===== config.mk =====
export PLATFORM = sky130hd
export DESIGN_NAME = vga_text_writer
export DESIGN_NICKNAME = d
export VERILOG_FILES = /design/src/rtl/vga_text_writer.sv
export SDC_FILE = /design/constraint.sdc
export NUM_CORES = 1
export LEC_CHECK = 0
export CAP_MARGIN = 10
export CORE_ASPECT_RATIO = 2
export CORE_MARGIN = 10
export CORE_UTILIZATION = 34
export DETAILED_ROUTE_END_ITERATION = 7
export GPL_ROUTABILITY_DRIVEN = 0
export GPL_TIMING_DRIVEN = 0
export PLACE_DENSITY = 0.6
export SETUP_SLACK_MARGIN = 0.5
export SYNTH_ARGS = -nofsm -noshare
export SYNTH_HDL_FRONTEND = slang
export SYNTH_SLANG_ARGS = --single-unit

===== constraint.sdc =====
create_clock -name clk_i -period 4.1 [get_ports clk_i]
set_clock_uncertainty 0.05 [all_clocks]
set_input_delay 1.025 -clock clk_i [delete_from_list [all_inputs] [get_ports clk_i]]
set_output_delay 1.025 -clock clk_i [all_outputs]
set_load 0.01 [all_outputs]

===== src/rtl/vga_text_writer.sv =====
// Character-stream cursor engine and write-port arbiter for the 80x30 VGA text buffer; registered writes one cycle after grant.
// Stream is backpressured (char_ready_o low) while any engine write is pending; host is stalled at most one cycle after MAX_HOST_BURST grants.
module vga_text_writer #(
    parameter int          ADDR_WIDTH     = 12,
    parameter int          DATA_WIDTH     = 32,
    parameter int          N_COL          = 80,
    parameter int          N_ROW          = 30,
    parameter int          MAX_HOST_BURST = 8,
    parameter logic [7:0]  FILL_CHAR      = 8'h20
) (
    input  logic                    clk_i,
    input  logic                    rst_i,
    input  logic                    char_valid_i,
    input  logic [7:0]              char_data_i,
    output logic                    char_ready_o,
    input  logic                    host_wr_i,
    input  logic [ADDR_WIDTH-1:0]   host_waddr_i,
    input  logic [DATA_WIDTH-1:0]   host_wdata_i,
    input  logic [DATA_WIDTH/8-1:0] host_wstrb_i,
    output logic                    host_ready_o,
    output logic                    buf_wr_o,
    output logic [ADDR_WIDTH-1:0]   buf_waddr_o,
    output logic [DATA_WIDTH-1:0]   buf_wdata_o,
    output logic [DATA_WIDTH/8-1:0] buf_wstrb_o,
    output logic [6:0]              cursor_col_o,
    output logic [4:0]              cursor_row_o,
    output logic                    busy_o
);

    localparam int LANES     = DATA_WIDTH / 8;
    localparam int LANE_BITS = $clog2(LANES);
    localparam int ROW_WORDS = N_COL / LANES;
    localparam int ALL_WORDS = (N_COL * N_ROW) / LANES;
    localparam int IDX_W     = $clog2(ALL_WORDS);
    localparam int STREAK_W  = $clog2(MAX_HOST_BURST + 1);

    typedef enum logic [1:0] {IDLE, WR_CHAR, CLR_ROW, CLR_ALL} state_t;

    state_t                 state, state_nxt;
    logic [6:0]             col, col_nxt;
    logic [4:0]             row, row_nxt;
    logic [6:0]             pend_col, pend_col_nxt;
    logic [4:0]             pend_row, pend_row_nxt;
    logic [4:0]             clr_row, clr_row_nxt;
    logic                   clr_after, clr_after_nxt;
    logic [ADDR_WIDTH-1:0]  chr_addr, chr_addr_nxt;
    logic [7:0]             chr_byte, chr_byte_nxt;
    logic [IDX_W-1:0]       clr_idx, clr_idx_nxt;
    logic [STREAK_W-1:0]    streak;

    logic                   pending, host_grant, eng_grant, accept, printable;
    logic [4:0]             row_adv;
    logic [ADDR_WIDTH-1:0]  cell_addr, row_base;
    logic [ADDR_WIDTH-1:0]  eng_addr;
    logic [DATA_WIDTH-1:0]  eng_data;
    logic [LANES-1:0]       eng_strb;

    assign pending      = (state != IDLE);
    assign busy_o       = pending;
    assign char_ready_o = (state == IDLE) && !rst_i;
    assign host_ready_o = !(pending && (streak == STREAK_W'(MAX_HOST_BURST)));
    assign host_grant   = host_wr_i && host_ready_o;
    assign eng_grant    = pending && !host_grant;
    assign accept       = char_valid_i && char_ready_o;
    assign printable    = (char_data_i >= 8'h20) && (char_data_i <= 8'h7E);

    assign row_adv   = (row == 5'(N_ROW - 1)) ? 5'd0 : row + 5'd1;
    assign cell_addr = ADDR_WIDTH'(row) * ADDR_WIDTH'(N_COL) + ADDR_WIDTH'(col);
    assign row_base  = ADDR_WIDTH'(clr_row) * ADDR_WIDTH'(N_COL);

    assign cursor_col_o = col;
    assign cursor_row_o = row;

    always_comb begin
        eng_addr = '0;
        eng_strb = '0;
        eng_data = '0;
        case (state)
            WR_CHAR: begin
                eng_addr = chr_addr;
                eng_strb = LANES'(1) << chr_addr[LANE_BITS-1:0];
                eng_data = {LANES{chr_byte}};
            end
            CLR_ROW: begin
                eng_addr = row_base + ADDR_WIDTH'(clr_idx) * ADDR_WIDTH'(LANES);
                eng_strb = '1;
                eng_data = {LANES{FILL_CHAR}};
            end
            CLR_ALL: begin
                eng_addr = ADDR_WIDTH'(clr_idx) * ADDR_WIDTH'(LANES);
                eng_strb = '1;
                eng_data = {LANES{FILL_CHAR}};
            end
            default: ;
        endcase
    end

    // Visible cursor only moves when the whole operation retires; pend_* holds where it lands.
    always_comb begin
        state_nxt     = state;
        col_nxt       = col;
        row_nxt       = row;
        pend_col_nxt  = pend_col;
        pend_row_nxt  = pend_row;
        clr_row_nxt   = clr_row;
        clr_after_nxt = clr_after;
        chr_addr_nxt  = chr_addr;
        chr_byte_nxt  = chr_byte;
        clr_idx_nxt   = clr_idx;
        case (state)
            IDLE: begin
                if (accept) begin
                    if (printable) begin
                        state_nxt    = WR_CHAR;
                        chr_addr_nxt = cell_addr;
                        chr_byte_nxt = char_data_i;
                        if (col == 7'(N_COL - 1)) begin
                            pend_col_nxt  = '0;
                            pend_row_nxt  = row_adv;
                            clr_row_nxt   = row_adv;
                            clr_after_nxt = 1'b1;
                        end else begin
                            pend_col_nxt  = col + 7'd1;
                            pend_row_nxt  = row;
                            clr_after_nxt = 1'b0;
                        end
                    end else begin
                        case (char_data_i)
                            8'h0D: col_nxt = '0;
                            8'h0A: begin
                                state_nxt    = CLR_ROW;
                                clr_idx_nxt  = '0;
                                clr_row_nxt  = row_adv;
                                pend_col_nxt = '0;
                                pend_row_nxt = row_adv;
                            end
                            8'h08: begin
                                if (col != 7'd0) begin
                                    state_nxt     = WR_CHAR;
                                    chr_addr_nxt  = cell_addr - ADDR_WIDTH'(1);
                                    chr_byte_nxt  = FILL_CHAR;
                                    pend_col_nxt  = col - 7'd1;
                                    pend_row_nxt  = row;
                                    clr_after_nxt = 1'b0;
                                end
                            end
                            8'h0C: begin
                                state_nxt    = CLR_ALL;
                                clr_idx_nxt  = '0;
                                pend_col_nxt = '0;
                                pend_row_nxt = '0;
                            end
                            default: ;
                        endcase
                    end
                end
            end
            WR_CHAR: begin
                if (eng_grant) begin
                    if (clr_after) begin
                        state_nxt   = CLR_ROW;
                        clr_idx_nxt = '0;
                    end else begin
                        state_nxt = IDLE;
                        col_nxt   = pend_col;
                        row_nxt   = pend_row;
                    end
                end
            end
            CLR_ROW: begin
                if (eng_grant) begin
                    if (clr_idx == IDX_W'(ROW_WORDS - 1)) begin
                        state_nxt = IDLE;
                        col_nxt   = pend_col;
                        row_nxt   = pend_row;
                    end else begin
                        clr_idx_nxt = clr_idx + IDX_W'(1);
                    end
                end
            end
            CLR_ALL: begin
                if (eng_grant) begin
                    if (clr_idx == IDX_W'(ALL_WORDS - 1)) begin
                        state_nxt = IDLE;
                        col_nxt   = pend_col;
                        row_nxt   = pend_row;
                    end else begin
                        clr_idx_nxt = clr_idx + IDX_W'(1);
                    end
                end
            end
            default: state_nxt = IDLE;
        endcase
    end

    always_ff @(posedge clk_i or posedge rst_i) begin
        if (rst_i) begin
            state       <= IDLE;
            col         <= '0;
            row         <= '0;
            pend_col    <= '0;
            pend_row    <= '0;
            clr_row     <= '0;
            clr_after   <= 1'b0;
            chr_addr    <= '0;
            chr_byte    <= '0;
            clr_idx     <= '0;
            streak      <= '0;
            buf_wr_o    <= 1'b0;
            buf_waddr_o <= '0;
            buf_wdata_o <= '0;
            buf_wstrb_o <= '0;
        end else begin
            state     <= state_nxt;
            col       <= col_nxt;
            row       <= row_nxt;
            pend_col  <= pend_col_nxt;
            pend_row  <= pend_row_nxt;
            clr_row   <= clr_row_nxt;
            clr_after <= clr_after_nxt;
            chr_addr  <= chr_addr_nxt;
            chr_byte  <= chr_byte_nxt;
            clr_idx   <= clr_idx_nxt;

            if (!pending || eng_grant) begin
                streak <= '0;
            end else if (host_grant) begin
                streak <= streak + STREAK_W'(1);
            end

            buf_wr_o <= host_grant || eng_grant;
            if (host_grant) begin
                buf_waddr_o <= host_waddr_i;
                buf_wdata_o <= host_wdata_i;
                buf_wstrb_o <= host_wstrb_i;
            end else if (eng_grant) begin
                buf_waddr_o <= eng_addr;
                buf_wdata_o <= eng_data;
                buf_wstrb_o <= eng_strb;
            end
        end
    end

endmodule


; ---- Word-level counts from Yosys, hierarchy flattened
; Cells that the tools add are included.
[word_totals]
latch_bits = 0
in_bits = 60
reg_bits = 115
out_inout_bits = 64
ramBits = 0
n_memories = 0
rom_bits = 0
[op_classes]
n_addsub = 8
div = 0
n_bitwise = 0
eq_ne = 29
n_lt_le_gt_ge = 2
reduce_logical = 33
mul = 2
shifts = 1
muxes = 71
[op_table]
columns = op, n
row1 = 10-bit two-way mux, 9
row2 = 7-bit two-way mux, 12
row3 = 5-bit two-way mux, 13
row4 = 32-bit two-way mux, 2
row5 = 32-bit one-hot mux with 2 select lines, 1
row6 = 12-bit two-way mux, 5
row7 = 10-bit one-hot mux with 4 select lines, 1
row8 = 12-bit one-hot mux with 3 select lines, 1
row9 = 8-bit by 4-bit equality test with 1-bit output (second input constant), 4
row10 = 5-bit one-hot mux with 3 select lines, 2
row11 = 7-bit one-hot mux with 4 select lines, 1
row12 = 8-bit two-way mux, 3
row13 = 2-bit != test (second input constant), 12
row14 = 2-bit two-way mux, 9
row15 = 9-bit AND reduction, 2
row16 = 5-bit by 3-bit multiplier with 8-bit output (second input constant), 2
row17 = 4-bit two-way mux, 4
row18 = 4-bit AND reduction, 4
row19 = 7-bit one-hot mux with 2 select lines, 1
row20 = 12-bit adder, 1
row21 = 12-bit by 7-bit adder with 12-bit output, 1
row22 = 2-bit nonzero test, 6
row23 = 12-bit by 1-bit subtractor with 12-bit output (second input constant), 1
row24 = 10-bit by 1-bit adder with 10-bit output (second input constant), 1
row25 = 32 further kinds, 48

; ---- Depth between registers and ports, before layout
; Gate-level depths: netlist of run 1.
[depth]
depth_word = 8
mapped_depth = 11
mapped_depth_nobuf = 11

; ---- Worst setup path before layout of run 1
; Ideal clock, no wire load.
[synth_path]
path_kind = in2reg
from = input rst_i
to = register col[2] (netlist: cursor_col_o[2])
arrival_ns = 4.737
path_stages = 7
setup_time_ns = 0.128
slack_ns = -0.815
path_cell_list = inv_1 and3_1 a21oi_1 a21o_1 a21o_1 buf_2 mux2_1
[synth_via]
elab_chain_len = 5
[synth_lines]
columns = element, line
row1 = "start, declared", 12  ; input logic rst_i,
row2 = 1-bit zero test (no line), n/a
row3 = 1-bit logical AND, 60  ; assign char_ready_o = (state == IDLE) && !rst_i;
row4 = 1-bit logical AND, 64  ; assign accept = char_valid_i && char_ready_o;
row5 = 2-bit != test (no line), n/a
row6 = 9-bit AND reduction (no line), n/a
row7 = "end signal, assigned", 215  ; col <= col_nxt;
row8 = "end, declared", 40  ; logic [6:0] col, col_nxt;
; Every way passes these cells.
; A chain may end at the register's enable or synchronous reset.

; ---- Worst setup path in the final report of run 1
[layout_path]
from = register state[1]
to = output char_ready_o
[layout_via]
elab_chain_len = 2
[layout_lines]
columns = element, line
row1 = "start, declared", 39  ; state_t state, state_nxt;
row2 = "start signal, assigned", 214  ; state <= state_nxt;
row3 = 2-bit zero test, 60
row4 = 1-bit logical AND, 60
row5 = "end, declared", 15  ; output logic char_ready_o,
; Every way passes these cells.

==> results of run 1 <==
logic make-up (layout without fill, tap and decap cells):
kind of cell | after synthesis | in the layout | synth area share
xor gates and xnor gates | 29 | 29 | 0.0388
DFF | 115 | 115 | 0.439
and+or+nand+nor | 199 | 199 | 0.152
muxes | 23 | 23 | 0.0399
adders and majority gates | 35 | 35 | 0.0715
AOI/OAI and AO/OA | 180 | 180 | 0.216
buffers and inverters | 65 | 222 | 0.0424
cell usage after synthesis (all sizes together) (7+ instances only):
cell type	instances
dfrtp	115
a221oi	9
a21oi	24
buf	14
ha	31
a22o	7
a221o	39
nor2	48
nand2	56
nand3	20
xnor2	16
inv	29
and3	19
o21ai	38
xor2	13
clkbuf	22
mux2i	7
a21o	10
a22oi	8
mux2	15
nand2b	9
state kept, by name, indices dropped and copies added, names as in the netlist:
signal,cells
pend_row,5
buf_waddr_o,12
buf_wstrb_o,4
clr_idx,10
cursor_row_o,5
clr_after,1
cursor_col_o,7
clr_row,5
state,2
buf_wr_o,1
chr_addr,12
buf_wdata_o,32
pend_col,7
chr_byte,8
streak,4
where the power goes:
part           switching, mW  total [mW]  leakage (nW)  internal, mW
registers              0.332        1.84          1.43          1.51
logic                   1.34        2.55          2.08          1.21
clock network          0.555        1.46         0.273         0.910
total                   2.23        5.85          3.77          3.62
final cells by class:
class	instances	area share
sequential	115	0.329
inverter	29	0.0129
tap	255	0.0365
multi-input combinational	466	0.389
clock inverter	12	0.0150
timing repair buffer	125	0.146
buffer	36	0.0203
clock buffer	20	0.0511
cell usage in the layout, fill, tap and decap left out, types with 5 or more instances in the layout:
cell | netlist | routed
nand3_1 | 20 | 20
a22o_1 | 7 | 7
clkbuf_1 | 22 | 22
clkbuf_16 | 0 | 17
nand2_1 | 56 | 56
ha_1 | 31 | 31
a221o_1 | 39 | 39
a21o_1 | 10 | 10
a31oi_1 | 6 | 6
clkinvlp_4 | 0 | 5
nand2b_1 | 9 | 9
dfrtp_1 | 115 | 115
xor2_1 | 13 | 13
xnor2_1 | 16 | 16
mux2i_1 | 7 | 7
a21oi_1 | 21 | 20
mux2_2 | 14 | 14
o221ai_1 | 6 | 6
o211ai_1 | 5 | 5
buf_2 | 6 | 5
a22oi_1 | 8 | 8
nor2_1 | 48 | 47
or3_1 | 5 | 5
and3_1 | 19 | 19
and2_1 | 6 | 6
a221oi_1 | 9 | 9
inv_1 | 29 | 28
nor3_1 | 5 | 5
clkdlybuf4s50_1 | 0 | 122
o21ai_0 | 32 | 31
worst max-delay path by stage:
stage / endpoint / slack (ps) / startpoint
3_5_place_dp: pend_col[3]$_DFFE_PP0P_ / 380 / char_data_i[4]
4_1_cts: char_ready_o / 550 / state[1]$_DFFE_PP0P_
5_1_grt: char_ready_o / 590 / state[1]$_DFFE_PP0P_
3_3_place_gp: clr_idx[2]$_DFFE_PP0P_ / -1860 / rst_i
6_report: char_ready_o / 660 / state[1]$_DFFE_PP0P_
2_1_floorplan: cursor_col_o[2]$_DFFE_PP0P_ / -80 / rst_i
critical path: stages (launching register included):
cell and delay, ps:
dfrtp_1 350, buf_2 180, nor2_2 270, inv_1 180
clkbuf_2 260, nor2_1 130, clkdlybuf4s50_1 570
metrics by stage:
step	TNS (ps)	util	total power, mW	instances	hold slack, ps
floorplan	-122	-	3.38	646	394
finish	0	0.462	5.85	1058	424
global placement	-31280	0.428	4.37	1023	411
CTS	0	0.462	5.91	1058	432
global route	0	0.462	6.23	1058	458
detailed placement	0	0.432	4.42	1026	418
per-layer routing:
layer  vias up  global-route usage  routed length, µm
met5         -                   0                  0
met4         0              0.0829                800
met3        49              0.0357                967
li1       2710                   -                  -
met2       172               0.333              12200
met1      2850               0.167               7850
==> results.cfg, run 1 <==
[detailed_routing]
routed_wl_um = 21900
postRouteAntennaNets = 0
drt-initial-drc-count = 320
vias_per_cell = 5.46
wire_per_inst_um = 20.7
drc = 0
drtPass1Iterations = 5
vias = 5781

[final_layout]
final_area_um2 = 8750
register_area_um2 = 2880
fillers = 1817
syn2layout_area_growth_pct = 33.6
finalNetCount = 885
drive_above_1_share = 0.101
multi_input_area_um2 = 3400
antenna_cells = 0

[hold_path]
min_from = buf_waddr_o[6]$_DFFE_PP0P_
min_to = buf_waddr_o[6]$_DFFE_PP0P_
hold_class = register to register
min_path_cells = 2

[critical_path]
worstPathMaxFanout = 10
critPathKind = register to primary output
cp.arrival_ps = 2370
required_ps = 3020
worst_setup_path_end_kind = primary output
r2r-start = cursor_row_o[0]$_DFFE_PP0P_
r2r_setup_slack_ps = 1090
cp-start-kind = register
r2r_end = chr_addr[11]$_DFFE_PP0P_
rr_worst_depth = 9

[status]
outcome = finished clean

[timing]
fmax_mhz = 290
rsz0062_at_grt = no
period_needed_ps = 3440
tightest_slew_ps = 962
slew_viol_final = 0
setup_viol = 0
hold_violations = 0
finalCritPeriodShare = 0.840
worst_slack_ps = 657
slew_headroom = 0.353

[clock_network]
clock_path_buffers = 2
numCtsBuffers = 17
cts_tree = yes
post_cts_resized = 1
clkLatencyLatePin_ps = 420
hold_buffers = 0
htreeDepth = 4
path_clk_slew_ps = 60
postCtsSetupRepairBufs = 0
clkSinkCount = 115
clock-root-buffer = clkbuf_16

[floorplanning]
die_x_um = 118
fp-row-count = 71
initial_utilization = 0.346
fp.dieH_um = 216
core_area_um2 = 18900
dieArea_um2 = 25500
io_pins = 124

[yosys]
syn_nets = 741
yosys.area.top_type = dfrtp_1
synth.top_cell.area_share = 0.439
yosysSeqAreaShare = 0.439
yosysWarningCount = 0
synth.area.top_cells = dfrtp_1 44%, a221o_1 6.0%, ha_1 5.9%
syn_area_um2 = 6550
ys_async_sr_fraction = 1.00
synth_edf_count = 0
postSynthCellCount = 646
ys_ff_latch = 115
synth.distinct_cells = 70
syn-mean-instance-area_um2 = 10.1
ys.flop_type = dfrtp_1

[placement]
dp_worst_setup_slack_ps = 375
dp_hpwl_um = 17500
portBuffers = 122
postPlaceCellArea_um2 = 8170

[global_route]
grt_pass1_vias = 5979
grt_util_all_layers = 0.172
grt_max_degree = 41
antenna_found_initial = 0
grt-ovfl-total = 0
grt_first_pass_wirelength_um = 34600

[power]
peakVddDrop_v = 0.000340
p_per_area_nw_per_um2 = 669
leakage_nw = 3.77

[run]
maxCapViolCount = 0
Power figures use the tool's default switching activity.
==> run 2, diff against run 1 <==
Clock period 4.1 ns to 2.9 ns, I/O delays scaled along.
==> results.cfg, run 2 (synthesis results as in run 1) <==
[floorplanning]
fp.dieH_um = 216
io_pins = 124
fp-row-count = 71
core_area_um2 = 18900
die_x_um = 118
dieArea_um2 = 25500
initial_utilization = 0.346

[critical_path]
cp-start-kind = register
cp_common_cell = ha_4
critical_path.cell_chain = ha_4 > ha_4 > fa_2 > nand4_1 > buf_6 > o41ai_2 > a221oi_2 > nor4_2 > o31ai_2
required_ps = 3150
r2r-start = cursor_row_o[1]$_DFFE_PP0P_
cp.buffers_inverters = 1
r2r_end = chr_addr[11]$_DFFE_PP0P_
worstPathMaxFanout = 3
critPathKind = register to register
max_stage_delay_ps = 530
worst_setup_path_end_kind = register
r2r_setup_slack_ps = 260
cp.arrival_ps = 2890
cp_top_family = adder cells
rr_worst_depth = 9
slowest_stage = fa_2

[timing]
setup_viol = 0
hold_violations = 0
setup_tns_ps = 0
slew_viol_final = 0
tightest_slew_ps = 572
slew_headroom = 0.616
finalCritPeriodShare = 0.910
fmax_mhz = 379
period_needed_ps = 2640
rsz0062_at_grt = yes

[final_layout]
register_area_um2 = 2890
top_register = buf_wdata_o
multi_input_area_um2 = 4000
layout_common_cells = 111 x clkdlybuf4s50_1, 103 x dfrtp_1, 49 x nand2_1, 45 x buf_4, 39 x a221o_1
drive_above_1_share = 0.295
instances_no_fill = 1113
layout_commonest_cell = clkdlybuf4s50_1
antenna_cells = 0
syn2layout_area_growth_pct = 51.8
reg_top3 = buf_wdata_o x32, buf_waddr_o x12, chr_addr x12
fillers = 1648
largest_reg_flops = 32
finalNetCount = 940

[placement]
portBuffers = 122
place_inst = 1026
dp_hpwl_um = 18000

[global_route]
grt_max_degree = 37
grt_util_all_layers = 0.189
grt-ovfl-total = 0
grt_first_pass_wirelength_um = 38000
antenna_found_initial = 0
grt_pass1_vias = 6614

[detailed_routing]
wire_per_inst_um = 21.9
drtPass1Iterations = 5
postRouteAntennaNets = 0
drt-initial-drc-count = 385
vias = 6129
drc = 0
vias_per_cell = 5.51
routed_wl_um = 24400

[clock_network]
numCtsBuffers = 17
path_clk_slew_ps = 60
cts_tree = yes
clkSinkCount = 115
clock_path_buffers = 2
hold_buffers = 0
htreeDepth = 4
clock-root-buffer = clkbuf_16
clkLatencyLatePin_ps = 430

[status]
outcome = finished clean

[run]
maxCapViolCount = 0

[power]
power_mw = 9.90
leakage_nw = 4.24
peakVddDrop_v = 0.000439
p_per_area_nw_per_um2 = 996

[hold_path]
hold_class = input pin to async pin
run 2: changes by cell type in the layout (fill, tap and decap cells not counted), moves of 11 or more:
cell | before | now
buf_4 | 2 | 45
buf_6 | 2 | 15
clkdlybuf4s50_1 | 122 | 111
dfrtp_1 | 115 | 103
dfrtp_2 | 0 | 12
ha_1 | 31 | 18
nor2_1 | 47 | 35
run 2: worst register-to-register path, delay by kind of cell, from the launching register on:
family / cells / cell delay [ps]
buffers and inverters: 1 / 160
AOI/OAI and AO/OA: 3 / 480
DFF: 1 / 430
adders and majority gates: 3 / 940
and+or+nand+nor: 2 / 440
run 2: cell type report:
cell class / instances / share of cell area
clock buffers: 23 / 0.0481
flip-flops and latches: 115 / 0.291
multi-input cells: 466 / 0.402
inverters: 29 / 0.0117
clock inverters: 9 / 0.0152
well taps: 255 / 0.0321
plain buffers: 36 / 0.0256
repair inverters: 1 / 0.000504
repair buffers: 179 / 0.173
run 2: what timing repair did:
action                     4_1_cts  5_1_grt
buffers inserted                38       14
gates cloned                     2        1
setup endpoints to repair      117       84
resized for setup              118       74
pin swaps                       41       27
run 2: report_power, final:
part | switching [mW] | internal (mW) | total [mW]
clock network | 0.758 | 1.50 | 2.26
logic | 2.48 | 2.53 | 5.01
registers | 0.485 | 2.15 | 2.63
total | 3.72 | 6.18 | 9.90
run 2: metrics by stage:
| step | instance area [µm²] | worst slack [ps] | hold slack (ps) | util |
|---|---|---|---|---|
| after floorplan | 6660 | -980 | 400 | - |
| after detailed placement | 8260 | -805 | 419 | 0.437 |
| after global placement | 8200 | -2640 | 414 | 0.434 |
| after global routing | 9940 | 181 | 407 | 0.525 |
| final | 9940 | 262 | 372 | 0.525 |
| after CTS | 9550 | 148 | 430 | 0.505 |
run 2: metal layers:
| metal | share of wire | up-vias | GRT usage | wire (µm) |
|---|---|---|---|---|
| met4 | 0.046 | 0 | 0.118 | 1120 |
| met5 | 0 | - | 0 | 0 |
| li1 | - | 2818 | - | - |
| met1 | 0.34 | 3039 | 0.179 | 8320 |
| met2 | 0.58 | 208 | 0.363 | 14100 |
| met3 | 0.038 | 64 | 0.0315 | 916 |
run 2: worst max path at each step:
| stage | startpoint | to | cells past startpoint | slack [ps] |
|---|---|---|---|---|
| final | cursor_row_o[1]$_DFFE_PP0P_ | chr_addr[11]$_DFFE_PP0P_ | 9 | 260 |
| after global routing | cursor_row_o[1]$_DFFE_PP0P_ | chr_addr[11]$_DFFE_PP0P_ | 9 | 180 |
| after CTS | cursor_row_o[3]$_DFFE_PP0P_ | chr_addr[11]$_DFFE_PP0P_ | 8 | 150 |
| after detailed placement | rst_i | clr_idx[2]$_DFFE_PP0P_ | 8 | -800 |
| after global placement | rst_i | clr_idx[2]$_DFFE_PP0P_ | 7 | -2640 |
| after floorplan | rst_i | cursor_col_o[2]$_DFFE_PP0P_ | 7 | -980 |
==> run 3, diff against run 2 <==
Settings changed: CTS_CLUSTER_SIZE from default to 12.
==> results of run 3 <==
Same layout as run 2: the final DEF is identical, and so are final timing and power.
